`src/rtl/sbox_share_sched.sv`:
```
// Issue scheduler for the shared masked S-box pipeline.
// Arbitrates the state datapath against the key schedule, gates every issue
// on fresh randomness, and carries a {valid, side} tag alongside each word so
// the result strobe returns to the requester that issued it, LAT cycles later.
module sbox_share_sched #(
    parameter int LAT      = 4,
    parameter bit KEY_PRIO = 1'b0
) (
    input  logic                       clk,
    input  logic                       rst_n,
    input  logic                       flush,
    input  logic                       dat_valid,
    output logic                       dat_ready,
    input  logic                       key_valid,
    output logic                       key_ready,
    input  logic                       rnd_valid,
    output logic                       rnd_ready,
    output logic                       sb_in_sel,
    output logic                       sb_issue,
    output logic                       dat_res_valid,
    output logic                       key_res_valid,
    output logic                       busy,
    output logic [$clog2(LAT+1)-1:0]   inflight
);
    localparam int CW = $clog2(LAT+1);

    // side: 0 = state word, 1 = key word
    typedef struct packed {
        logic vld;
        logic side;
    } tag_t;

    tag_t [LAT-1:0] tag_q;
    logic [CW-1:0]  cnt_q;
    logic           rr_q;     // round-robin pointer, 0 names the state side
    logic           sel_q;    // last granted side, held while idle
    logic           contested;
    logic           grant;
    logic           gside;
    logic           retire;

    // Grant decision; rst_n is folded in so the combinational readies are
    // already low while reset is held, not only after the next edge.
    always_comb begin
        contested = dat_valid & key_valid;
        grant     = rst_n & rnd_valid & ~flush & (dat_valid | key_valid);
        gside     = key_valid;
        if (contested)
            gside = KEY_PRIO ? 1'b1 : rr_q;
    end

    assign retire        = tag_q[LAT-1].vld;
    assign dat_ready     = grant & ~gside;
    assign key_ready     = grant & gside;
    assign rnd_ready     = grant;
    assign sb_issue      = grant;
    assign sb_in_sel     = grant ? gside : sel_q;
    assign dat_res_valid = tag_q[LAT-1].vld & ~tag_q[LAT-1].side;
    assign key_res_valid = tag_q[LAT-1].vld &  tag_q[LAT-1].side;
    assign inflight      = cnt_q;
    assign busy          = rst_n & ((cnt_q != '0) | dat_valid | key_valid);

    // Arbitration state, tag shift register and in-flight counter.
    always_ff @(posedge clk or negedge rst_n) begin
        if (!rst_n) begin
            tag_q <= '0;
            cnt_q <= '0;
            rr_q  <= 1'b0;
            sel_q <= 1'b0;
        end else begin
            if (grant)
                sel_q <= gside;
            // only contested grants move the pointer; flush never grants
            if (grant && contested && !KEY_PRIO)
                rr_q <= ~rr_q;
            if (flush) begin
                tag_q <= '0;
                cnt_q <= '0;
            end else begin
                for (int i = 1; i < LAT; i++)
                    tag_q[i] <= tag_q[i-1];
                tag_q[0] <= tag_t'({grant, sb_in_sel});
                cnt_q    <= cnt_q + CW'(grant) - CW'(retire);
            end
        end
    end

endmodule

```
`config.mk`:
```
export PLATFORM = sky130hd
export DESIGN_NAME = sbox_share_sched
export DESIGN_NICKNAME = d
export VERILOG_FILES = /design/src/rtl/sbox_share_sched.sv
export SDC_FILE = /design/constraint.sdc
export NUM_CORES = 1
export LEC_CHECK = 0
export CAP_MARGIN = 20
export CORE_MARGIN = 2
export CORE_UTILIZATION = 44
export CTS_CLUSTER_SIZE = 20
export DETAILED_ROUTE_END_ITERATION = 12
export PLACE_DENSITY_LB_ADDON = 0.1
export SYNTH_ARGS = -nofsm -noshare
export SYNTH_HDL_FRONTEND = slang
export SYNTH_SLANG_ARGS = --single-unit
```
`constraint.sdc`:
```
create_clock -name clk -period 1.7 [get_ports clk]
set_input_delay 0.34 -clock clk [delete_from_list [all_inputs] [get_ports clk]]
set_output_delay 0.34 -clock clk [all_outputs]
set_load 0.005 [all_outputs]
```
==> results of run 1 <==
## report_power, final
part           internal, mW  total [mW]  switching [mW]
clock                0.0910       0.190          0.0986
sequential            0.340       0.356          0.0158
combinational         0.115       0.188          0.0733
total                 0.546       0.734           0.188
## final timing paths
kind	endpoint	slack, ps	start
setup / recovery	inflight[1]$_DFF_PN0_	40	rst_n
hold / removal	tag_q[5]$_DFF_PN0_	250	rst_n
setup reg to reg	inflight[1]$_DFF_PN0_	120	inflight[0]$_DFF_PN0_
hold reg to reg	tag_q[5]$_DFF_PN0_	470	tag_q[3]$_DFF_PN0_
max in group asynchronous	tag_q[1]$_DFF_PN0_	1320	rst_n
min in group clk	inflight[2]$_DFF_PN0_	360	flush
## cell usage after synthesis, types with 2 or more instances
cell and instances:
nor2b_1 8, xnor2_1 2, ha_1 2, dfrtp_1 13, nor2_1 2, inv_1 3, nand2_1 2, o21a_1 2
## worst max-delay path: stages
cell and delay, ps:
dlygate4sd2_1 230, and3b_2 240, o21a_1 200, buf_6 120, ha_4 120, inv_2 30, fa_2 510, nor2_1 50
## registers in the layout, summed over array words and instances, names as in the netlist
register / cells
tag_q: 7
inflight: 3
retire: 1
rr_q: 1
sel_q: 1
## final cells by class
type / count / area share (%)
inverters: 4 / 1.64
clock buffers: 4 / 2.87
well taps: 15 / 2.05
repair buffers: 31 / 28.6
flip-flops and latches: 13 / 35.6
multi-input cells: 30 / 29.3
## layer usage
metal  share of wire, %  track usage (%)  routed length (um)  vias to the layer above
met5                  0                0                   0                        -
met4                1.5             12.5                  19                        0
met3                4.6             5.00                  57                        2
met2                 52             32.7                 633                       14
li1                   -                -                   -                      222
met1                 42             23.8                 518                      222
## layout by cell type, fill, tap and decap left out
master | Yosys | final
dlygate4sd2_1 | 0 | 10
xnor2_2 | 0 | 1
and3b_2 | 1 | 1
a21oi_1 | 1 | 1
nor2_1 | 2 | 2
clkbuf_4 | 0 | 3
ha_4 | 0 | 1
nand4b_1 | 1 | 1
buf_2 | 1 | 1
dfrtp_1 | 13 | 13
buf_6 | 0 | 1
xor2_1 | 1 | 1
clkbuf_1 | 0 | 1
and2_1 | 1 | 1
nand3_4 | 0 | 1
xnor2_1 | 2 | 1
o21a_1 | 2 | 2
nor2b_1 | 8 | 8
nand2_2 | 0 | 2
dlymetal6s2s_1 | 0 | 1
nor4_1 | 1 | 1
inv_2 | 1 | 2
a21oi_2 | 1 | 1
a21boi_1 | 1 | 1
fa_2 | 0 | 1
nand2b_4 | 0 | 1
buf_4 | 1 | 14
clkdlybuf4s50_1 | 0 | 4
nand3_1 | 1 | 1
ha_1 | 2 | 1
inv_1 | 3 | 2
## cell families after synthesis
| group | Yosys count | share of synthesized area (%) |
|---|---|---|
| buf+inv | 6 | 4.76 |
| flops | 13 | 56.3 |
| xor+xnor | 3 | 4.55 |
| compound gates | 5 | 6.28 |
| simple gates | 19 | 20.3 |
| fa+ha+maj | 3 | 7.79 |
## metrics by stage
step           cell area, um^2  setup TNS, ps  power, mW  utilization, %  cells
6_report                   915              0      0.734            72.1     97
5_1_grt                    915              0      0.774            72.1     97
4_1_cts                    912              0      0.736            71.9     98
3_5_place_dp               827          -3310      0.505            65.2     89
3_3_place_gp               827          -3190      0.504            65.2     89
2_1_floorplan              578              0      0.417               -     49
## what timing repair did
item	in CTS	in global routing
setup endpoints to repair	8	4
endpoints found under the hold margin	0	0
gates resized for setup	20	5
setup buffers	6	0
pin swaps	7	1
gates cloned	0	0
hold buffers	0	0
==> out/metrics.yaml, run 1 <==
run_status:
  status: "completed"
die:
  boundaryPins: 17
  row_count: 13
  die_area_um2: 1620
  chipHeight_um: 40.2
  die_w_um: 40.2
  initial_utilization_pct: 45.6
  core-area_um2: 1270
detailed_routing:
  wl_mm: 1.23
  ant_nets: 0
  dr.first_iter.drc_count: 3
  wl_per_cell_um: 12.7
  vias: 460
  vias_per_cell: 4.74
  drt_first_pass_iters: 2
  drc: 0
cts:
  clk_latency_ps: 280
  cts_tree: "yes"
  cts_made_buffers: 3
  clk_pin_slew_ps: 80
  cts_root_buf: "clkbuf_4"
  cts.sinks: 13
  clock_path_buffers: 2
  htree_levels: 1
finish:
  layout.nets: 92
  regArea_um2: 325
  multiInputGateArea_um2: 268
  area_delta_synth_final_pct: 58.2
  fillCellCount: 100
  diodes: 0
  drive_gt1_share_pct: 36.6
worst_setup_path:
  critical_path_class: "input port to register"
  crit_path_end_kind: "register"
  cp.required_ps: 1880
  critPathLaunchType: "input port"
  cp.arrival_ps: 1840
  crit_path_max_fanout: 3
  ff2ff_path_depth: 7
power_and_ir_drop:
  irDropWorstVdd_uv: 482
  p_leak_nw: 0.486
  p_per_area_nw_per_um2: 803
logic_synthesis:
  syn_nets: 58
  ys.flop_type: "dfrtp_1"
  synth_cell_type_count: 23
  synth.cell_area_um2: 578
  synth-seq-cells: 13
  synth_area_leaders: "dfrtp_1 (56%), nor2b_1 (8.7%), ha_1 (4.3%), fa_1 (3.5%), xnor2_1 (3.0%)"
  yosys.area.top_type_share_pct: 56.3
  synthArstFlopShare_pct: 100
  ys.warnings.count: 0
  synth_edf_count: 0
  yosysSeqAreaShare_pct: 56.3
  synth.largest_area_cell: "dfrtp_1"
  syn-mean-instance-area_um2: 11.8
  netlist_instances: 49
global_route:
  grt_max_degree: 8
  gr-usage-all-layers_pct: 20.2
  antenna_found_initial: 0
  overflow: 0
  grt_pass1_vias: 413
  grt_pass1_wl_mm: 1.93
sta:
  fin_crit_sh_pct: 97.9
  period_minus_slack_ps: 1660
  final-hold-violation-count: 0
  post-route-worst-setup-slack_ps: 35.6
  max_clock_freq_mhz: 601
  slew_headroom_pct: 83.3
  holdWs_ps: 247
  final-max-slew-violation-count: 0
  rsz0062_at_grt: "false"
  finalSetupViolations: 0
  finClkSkew_ps: 2.98
  worstMarginPinSlew_ps: 250
placement:
  dpl.hpwl_um: 890
  place.port_buffers: 16
  post-place-ws_ps: -465
  gp_congestion: 0.708
job:
  cap_viol_max_count: 0
min_path:
  hp-class: "input port to async pin"
No activity file was read; power rests on OpenSTA's default activity.
==> run 2, diff against run 1 <==
--- a/config.mk
+++ b/config.mk
@@ -10,6 +10,7 @@
 export CORE_UTILIZATION = 44
 export CTS_CLUSTER_SIZE = 20
 export DETAILED_ROUTE_END_ITERATION = 12
+export GPL_TIMING_DRIVEN = 0
 export PLACE_DENSITY_LB_ADDON = 0.1
 export SYNTH_ARGS = -nofsm -noshare
 export SYNTH_HDL_FRONTEND = slang
==> constraint.sdc (replaced) <==
create_clock -name clk -period 1.7 [get_ports clk]
set_input_delay 0.34 -clock clk [delete_from_list [all_inputs] [get_ports clk]]
set_output_delay 0.34 -clock clk [all_outputs]
set_load 0.05 [all_outputs]
==> out/metrics.yaml, run 2 (same netlist as run 1, synthesis figures left out) <==
power_and_ir_drop:
  pwr-share-clk_pct: 26.3  # +0.5 points
  seqPwrFrac_pct: 50.5  # +2.0 points
  netSwitchingPower_mw: 0.219  # +17%
  p_leak_nw: 0.424  # -13%
  irDropWorstVdd_uv: 535  # +11%
  p_sw_share_pct: 30.8  # +5.2 points
  combPwrFrac_pct: 23.2  # -2.4 points
  finalPower_mw: 0.711  # -3.2%
  internal_power_mw: 0.492  # -10%
  p_per_area_nw_per_um2: 902  # +12%
min_path:
  hp-class: "register to register"
  hold_end: "retire$_DFF_PN0_"
  min-delay-start: "tag_q[5]$_DFF_PN0_"
  hold_depth: 1
worst_setup_path:
  slowest_stage: "dlygate4sd2_1"
  crit_path_end_kind: "primary output"
  critPathLaunchType: "register"
  crit_path_max_fanout: 3  # unchanged
  ff2ff_path_depth: 8  # +1
  cp.arrival_ps: 1300  # -540 ps
  r2r-end: "inflight[2]$_DFF_PN0_"
  reg2reg_from: "inflight[0]$_DFF_PN0_"
  path_cells: "nor2b_1, dlygate4sd2_1"
  critPathMaxStageDelay_ps: 530  # +20 ps
  ff2ff_setup_slack_ps: 80  # -40 ps
  cp.required_ps: 1360  # -520 ps
  critical_path_class: "register to primary output"
sta:
  final-hold-violation-count: 0  # unchanged
  max_clock_freq_mhz: 611  # +1.7%
  slew_headroom_pct: 60.3  # -23 points
  fin_crit_sh_pct: 96.3  # -1.6 points
  finClkSkew_ps: 3.54  # +0.557 ps
  setup_tns_ps: 0  # unchanged
  holdWs_ps: 471  # +225 ps
  final-max-slew-violation-count: 0  # unchanged
  finalSetupViolations: 0  # unchanged
  period_minus_slack_ps: 1640  # -27.6 ps
  rsz0062_at_grt: "false"
  worstMarginPinSlew_ps: 594  # +343 ps
placement:
  place.port_buffers: 16  # unchanged
  dpl.hpwl_um: 732  # -18%
  gp_congestion: 0.632  # -11%
detailed_routing:
  wl_per_cell_um: 11.9  # -6.0%
  ant_nets: 0  # unchanged
  dr.first_iter.drc_count: 7  # +4
  vias: 411  # -11%
  drc: 0  # unchanged
  drt_first_pass_iters: 2  # unchanged
  wl_mm: 1.02  # -17%
  vias_per_cell: 4.78  # +0.78%
finish:
  drive_gt1_share_pct: 31.0  # -5.6 points
  mostFrequentLayoutCells: "dfrtp_1 (12), dlygate4sd2_1 (9), nor2b_1 (8)"
  largest_register: "tag_q"
  layout.nets: 81  # -12%
  largest_reg_flops: 7  # unchanged
  diodes: 0  # unchanged
  area_delta_synth_final_pct: 36.4
  final_common_cell: "dfrtp_1"
  fillCellCount: 118  # +18%
die:
  chipHeight_um: 40.2  # unchanged
  die_w_um: 40.2  # unchanged
  boundaryPins: 17  # unchanged
  die_area_um2: 1620  # unchanged
  core-area_um2: 1270  # unchanged
  row_count: 13  # unchanged
  initial_utilization_pct: 45.6  # unchanged
cts:
  cts_root_buf: "clkbuf_4"
  clk_latency_ps: 270  # about the same
  clock_path_buffers: 2  # unchanged
  htree_levels: 1  # unchanged
  cts.sinks: 13  # unchanged
  clk_pin_slew_ps: 80  # about the same
  cts_tree: "yes"
  cts_made_buffers: 3  # unchanged
global_route:
  grt_pass1_wl_mm: 1.55  # -20%
  overflow: 0  # unchanged
  antenna_found_initial: 0  # unchanged
  grt_max_degree: 14  # +6
  gr-usage-all-layers_pct: 15.8  # -4.4 points
  grt_pass1_vias: 379  # -8.2%
run_status:
  status: "completed"
job:
  cap_viol_max_count: 0  # unchanged
[run 2: changes by cell type in the layout (fill, tap and decap cells not counted), moves of 2 or more]
cell / before / now
buf_4: 14 / 4
clkdlybuf4s50_1: 4 / 0
nand2_1: 0 / 2
nand2_2: 2 / 0
buf_2: 1 / 5
[run 2: routing by layer]
| metal | track usage, % | vias up | part of all wire (%) |
|---|---|---|---|
| met5 | 0 | - | 0 |
| met4 | 10.0 | 0 | 0 |
| met3 | 6.67 | 0 | 6.5 |
| met2 | 26.2 | 15 | 51 |
| met1 | 16.3 | 195 | 42 |
| li1 | - | 201 | - |
[run 2: final cells by class]
type / instances / area, um^2 / area share (%)
Clock buffer: 4 / 26.3 / 3.33
Timing Repair Buffer: 18 / 146 / 18.6
Multi-Input combinational cell: 30 / 243 / 30.8
Tap cell: 15 / 18.8 / 2.38
Sequential cell: 13 / 327 / 41.4
Inverter: 4 / 15.0 / 1.90
Buffer: 2 / 12.5 / 1.59
[run 2: worst max-delay path by stage]
stage	startpoint	end	slack, ps	cells past startpoint
3_5_place_dp	rst_n	sb_in_sel	-1320	5
6_report	retire$_DFF_PN0_	dat_res_valid	60	2
5_1_grt	retire$_DFF_PN0_	dat_res_valid	0.5	2
4_1_cts	flush	rnd_ready	4	4
3_3_place_gp	rst_n	sb_in_sel	-1320	5
2_1_floorplan	inflight[0]$_DFF_PN0_	inflight[2]$_DFF_PN0_	-50	8
[run 2: per-stage QoR]
stage          instance area [um^2]  setup slack (ps)  instances  utilization [%]
2_1_floorplan                   591             -49.7         49                -
3_3_place_gp                    769             -1320         80             60.7
3_5_place_dp                    769             -1320         80             60.7
4_1_cts                         791              4.48         86             62.3
5_1_grt                         788             0.452         86             62.1
6_report                        788              63.2         86             62.1
[run 2: critical path, delay by kind of cell (launching register included)]
kind	cells	cell delay, ps
buffers and inverters	1	530
flip-flops	1	370
AND/OR/NAND/NOR	1	130
[run 2: repair_timing]
| action | 4_1_cts | 5_1_grt |
|---|---|---|
| resized for setup | 48 | 3 |
| buffers inserted | 1 | 0 |
| pin swaps | 0 | 1 |
| hold endpoints to repair | 13 | 0 |
| endpoints found under the setup margin | 16 | 3 |
| hold buffers | 1 | 0 |
[run 2: power groups by stage]
stage	combinational [mW]	clock (mW)	sequential [mW]
3_5_place_dp	0.175	0	0.364
2_1_floorplan	0.102	0	0.372
5_1_grt	0.178	0.206	0.364
3_3_place_gp	0.172	0	0.364
4_1_cts	0.164	0.191	0.360
6_report	0.165	0.187	0.359
==> run 3, diff against run 2 <==
--- a/config.mk
+++ b/config.mk
@@ -10,6 +10,7 @@
 export CORE_UTILIZATION = 44
 export CTS_CLUSTER_SIZE = 20
 export DETAILED_ROUTE_END_ITERATION = 12
+export GPL_ROUTABILITY_DRIVEN = 0
 export GPL_TIMING_DRIVEN = 0
 export PLACE_DENSITY_LB_ADDON = 0.1
 export SYNTH_ARGS = -nofsm -noshare
==> results of run 3 <==
Final layout, timing and power as in run 2 (identical DEF).
